**src/rtl/gray_pkg.sv**
```systemverilog
// Shared helpers for Gray-coded counters: width-generic conversion and
// terminal-value constants, plus the step kinds the counter core decodes.
package gray_pkg;

  // Widest counter these helpers support; callers zero-extend into this.
  localparam int unsigned GRAY_MAX_W = 64;

  typedef logic [GRAY_MAX_W-1:0] gray_vec_t;

  // What the counter does at the next edge (reset is handled separately).
  typedef enum logic [1:0] {
    STEP_HOLD = 2'd0,
    STEP_LOAD = 2'd1,
    STEP_UP   = 2'd2,
    STEP_DOWN = 2'd3
  } step_t;

  // Binary to reflected Gray; upper zero-extension bits stay zero.
  function automatic gray_vec_t bin2gray(input gray_vec_t b);
    return b ^ (b >> 1);
  endfunction

  // All-ones terminal value for a counter of width w.
  function automatic gray_vec_t all_ones(input int unsigned w);
    return {GRAY_MAX_W{1'b1}} >> (GRAY_MAX_W - w);
  endfunction

endpackage

```
**src/rtl/gray_to_binary_nbit.sv**
```systemverilog
// Combinational Gray-to-binary converter: each binary bit is the XOR of
// all Gray bits at or above its position (prefix XOR from the MSB).
module gray_to_binary_nbit #(
  parameter int unsigned WIDTH = 4
) (
  input  logic [WIDTH-1:0] i_gray,
  output logic [WIDTH-1:0] o_bin
);

  // b[k] = g[W-1] ^ ... ^ g[k], expressed as a reduction of the shifted code
  always_comb begin
    o_bin = '0;
    for (int unsigned k = 0; k < WIDTH; k++) begin
      o_bin[k] = ^(i_gray >> k);
    end
  end

endmodule

```
**src/rtl/gray_counter_nbit.sv**
```systemverilog
// Up/down binary counter with registered Gray output, parallel load in
// binary or Gray form, and a one-cycle wrap pulse on terminal rollover.
module gray_counter_nbit
  import gray_pkg::*;
#(
  parameter int unsigned WIDTH = 4
) (
  input  logic             clk,
  input  logic             rst,
  input  logic             en,
  input  logic             up,
  input  logic             load,
  input  logic             load_is_gray,
  input  logic [WIDTH-1:0] load_val,
  output logic [WIDTH-1:0] bin_out,
  output logic [WIDTH-1:0] gray_out,
  output logic             wrap
);

  localparam logic [WIDTH-1:0] MAX_VAL = WIDTH'(all_ones(WIDTH));

  logic [WIDTH-1:0] r_bin;
  logic [WIDTH-1:0] r_gray;
  logic             r_wrap;

  logic [WIDTH-1:0] w_gray_conv;
  logic [WIDTH-1:0] w_load_bin;
  logic [WIDTH-1:0] w_next;
  logic [WIDTH-1:0] w_gray_next;
  logic             w_wrap_next;
  step_t            w_step;

  gray_to_binary_nbit #(
    .WIDTH (WIDTH)
  ) u_g2b (
    .i_gray (load_val),
    .o_bin  (w_gray_conv)
  );

  // Load value in binary regardless of how it was presented
  always_comb begin
    w_load_bin = load_is_gray ? w_gray_conv : load_val;
  end

  // Decode the operation for this edge: load beats count beats hold
  always_comb begin
    w_step = STEP_HOLD;
    if (load) begin
      w_step = STEP_LOAD;
    end else if (en) begin
      w_step = up ? STEP_UP : STEP_DOWN;
    end
  end

  // Next binary count, wrap flag, and Gray code of the next count
  always_comb begin
    w_next      = r_bin;
    w_wrap_next = 1'b0;
    unique case (w_step)
      STEP_LOAD: w_next = w_load_bin;
      STEP_UP: begin
        w_next      = r_bin + 1'b1;
        w_wrap_next = (r_bin == MAX_VAL);
      end
      STEP_DOWN: begin
        w_next      = r_bin - 1'b1;
        w_wrap_next = (r_bin == '0);
      end
      default: ;
    endcase
    // Gray is derived from the next value so it is registered alongside bin
    w_gray_next = WIDTH'(bin2gray(GRAY_MAX_W'(w_next)));
  end

  // Counter state register with synchronous reset
  always_ff @(posedge clk) begin
    if (rst) begin
      r_bin  <= '0;
      r_gray <= '0;
      r_wrap <= 1'b0;
    end else begin
      r_bin  <= w_next;
      r_gray <= w_gray_next;
      r_wrap <= w_wrap_next;
    end
  end

  assign bin_out  = r_bin;
  assign gray_out = r_gray;
  assign wrap     = r_wrap;

endmodule

```
**config.mk**
```make
export PLATFORM = sky130hd
export DESIGN_NAME = gray_counter_nbit
export DESIGN_NICKNAME = d
export VERILOG_FILES = /design/src/rtl/gray_pkg.sv /design/src/rtl/gray_to_binary_nbit.sv /design/src/rtl/gray_counter_nbit.sv
export SDC_FILE = /design/constraint.sdc
export NUM_CORES = 1
export LEC_CHECK = 0
export ABC_AREA = 1
export CAP_MARGIN = 25
export CORE_MARGIN = 8
export CORE_UTILIZATION = 45
export CTS_CLUSTER_DIAMETER = 200
export CTS_CLUSTER_SIZE = 28
export DETAILED_ROUTE_END_ITERATION = 10
export PLACE_DENSITY = 0.76
export SYNTH_ARGS = -nofsm -noshare
export SYNTH_HDL_FRONTEND = slang
export SYNTH_HIERARCHICAL = 1
export SYNTH_SLANG_ARGS = --single-unit
```
**constraint.sdc**
```tcl
create_clock -name clk -period 2.2 [get_ports clk]
set_input_delay 0.55 -clock clk [delete_from_list [all_inputs] [get_ports clk]]
set_output_delay 0.55 -clock clk [all_outputs]
set_load 0.02 [all_outputs]
```
==> impl_metrics.tcl <==
set metrics [dict create \
    outcome "finished, final reports clean" \
    synthMostInstantiatedCell "nand2_1" \
    post_route_cells_drive_above_1_share 0.1571 \
    grt_pass1_vias 765 \
    hp-class "flop to flop" \
    mux_cell_area_share_after_synthesis 0 \
    route.detailed.drc 0 \
    cts_buffer_depth 2 \
    core_area_mm2 0.001334 \
    die_width_um 54.10 \
    tritoncts "built" \
    gp_routability_congestion 0.7725 \
    worstSetupEndpointType "flop" \
    grt_overflow_total 0 \
    post_synth.cell_area_avg_um2 5.780 \
    synthArstFlopShare 0 \
    design.die.area_mm2 0.002926 \
    timing.final.hold_violations 0 \
    cts_resized 0 \
    count_of_fill_cells_added_during_filler_insertion 127 \
    cts_max_level 1 \
    holdWs_ns 0.6354 \
    cap_viol_max_count 0 \
    worstPathArrival_ns 2.19 \
    dpl_worst_slack_ns -0.09164 \
    worst_setup_path_start_kind "input port" \
    grt_antenna_before_repair 0 \
    synth-xor-area-share 0.01341 \
    seq_area_frac_synth 0.2452 \
    synth.largest_area_cell "dfxtp_1" \
    post_drt_antenna_nets 0 \
    slew-limit-headroom 0.8188 \
    grt_max_degree 9 \
    drt-wirelength-per-cell_um 10.76 \
    worst_hold_startpoint "bin_out[3]" \
    synth_top_family_by_area "simple AND/OR/NAND/NOR gates" \
    finalSetupViolations 0 \
    design.portCount 19 \
    synth_top_area_frac 0.2452 \
    yosys.area_share.adder 0.01916 \
    r2r_end "gray_out[0]" \
    worstMarginPinSlew_ns 0.2707 \
    drt_iter0_markers 22 \
    synthTopCellsByArea "dfxtp_1, nand2_1, inv_1, nor2_1, nand3_1" \
    wp_data_required_ns 2.34 \
    worst_setup_hold_path_clk_slew_ns 0.05 \
    multi_input_area_um2 402.9 \
    hold_end "wrap" \
    fp-row-count 13 \
    grt_first_pass_wirelength_mm 2.953 \
    skew_ns 0.0008819 \
    power_uw 460.5 \
    synthToLayoutAreaGrowth_pct 40.80 \
    ys_top_cells_by_count "nand2_1, inv_1, nor2_1" \
    start_util 0.4897 \
    cts_setup_buffers 0 \
    postLayoutCoreUtil 0.6895 \
    post_synth_num_cell_types 19 \
    worstPathMaxFanout 4 \
    synth_area_in_compound_gates 0.1341 \
    ys_warn_count 6 \
    die_height_um 54.10 \
    synth_simple_gate_area_share 0.4502 \
    vdd.ir_drop.worst_v 0.0004518 \
    worst-r2r-cell-count 11 \
    layout.nets 153 \
    port_buffers 18 \
    cts_stage_hold_buffer_count 0 \
    synth-edff-count 0 \
    post_synth_instance_area_um2 653.1 \
    number_of_clock_sinks 8 \
    insertion_delay_ns 0.25 \
    hold_path_depth 4 \
    route.detailed.vias_per_inst 4.929 \
    crit_path_kind "input port to flop" \
    fmax_mhz 487.3 \
    setup-tns-final_ns 0 \
    ys_ff_latch 8 \
    postSynthCellCount 113 \
    dp.final_hpwl_mm 1.359 \
    dr_total_vias 764 \
    grtUsageTotal 0.1308 \
    worst_slack_ns 0.1479 \
    clk_root_buffer_cell "clkbuf_4" \
    finalCritPeriodShare 0.9328 \
    cts_buffers 3 \
    setup.worst_path.start "load" \
    postRouteWirelength_mm 1.668 \
    register_area_um2 160.2 \
    ant_diodes 0 \
    detailedRoute.firstPassIterationCount 4 \
    timing.rr.start "bin_out[1]" \
    power_per_cell_area_mw_per_mm2 500.7 \
    rsz0062_at_grt "false" \
    slew_viol_final 0 \
    fin_crit_ns 2.052 \
    total_leakage_power_uw 0.0004899 \
    setup.reg_to_reg.worst_slack_ns 0.45 \
    postSynthNetCount 124 \
    synthFlopType "dfxtp_1" \
]
cell type report:
type	instances	area share
multi-input combinational	83	0.4381
sequential	8	0.1742
timing repair buffer	26	0.2612
inverter	20	0.08163
clock buffer	3	0.02449
tap	15	0.02041
power breakdown:
group | internal [µW] | switching [µW]
clock network | 62.1 | 44.7
logic | 83.8 | 98.2
registers | 159 | 12.4
kinds of logic after synthesis:
kind of cell | count (synthesis)
buf+inv | 22
compound gates | 13
flops | 8
simple gates | 68
xor+xnor | 1
fa+ha+maj | 1
cells in the final DEF, fill, tap and decap left out, drive strengths merged:
cell / n
nand2: 45
inv: 20
clkdlybuf4s50: 18
nor2: 12
nand3: 11
dfxtp: 8
buf: 8
a21oi: 7
clkbuf: 3
o21ai: 2
o32ai: 1
o211ai: 1
o22ai: 1
o22a: 1
ha: 1
xnor2: 1
flip-flops by register name, summed over array words and instances (netlist names):
signal    count
wrap          1
gray_out      3
bin_out       4
layer usage:
layer  global-route usage  routed length [µm]  vias to the layer above
met2               0.2355                 818                       21
met1               0.1404                 731                      330
met5                    0                   0                        -
met3              0.03030                  92                        8
met4              0.06148                  25                        0
li1                     -                   -                      405
critical path, cell delays in order:
cell             delay, ns
clkdlybuf4s50_1       0.47
nor2_1                0.17
nand2_1               0.08
nand2_1               0.07
inv_1                 0.04
ha_1                  0.26
o22ai_1               0.17
inv_1                 0.05
nand2_1               0.10
nor2_1                0.07
o22a_1                0.16
how the worst max path moves through the flow:
stage	to	slack [ns]	depth (start not counted)
after detailed placement	gray_out[0]	-0.09	11
after CTS	gray_out[1]	0.15	12
after floorplan	gray_out[0]	0.45	12
final	gray_out[0]	0.15	11
after global placement	gray_out[0]	-0.06	11
after global routing	gray_out[0]	0.02	11
metrics by stage:
stage                     std cells  area (µm²)
final                           155       919.6
after global routing            155       919.6
after CTS                       155       919.6
after detailed placement        152       897.1
after global placement          152       897.1
after floorplan                 113       653.1
Note: power is estimated with default switching activity, not from simulation.
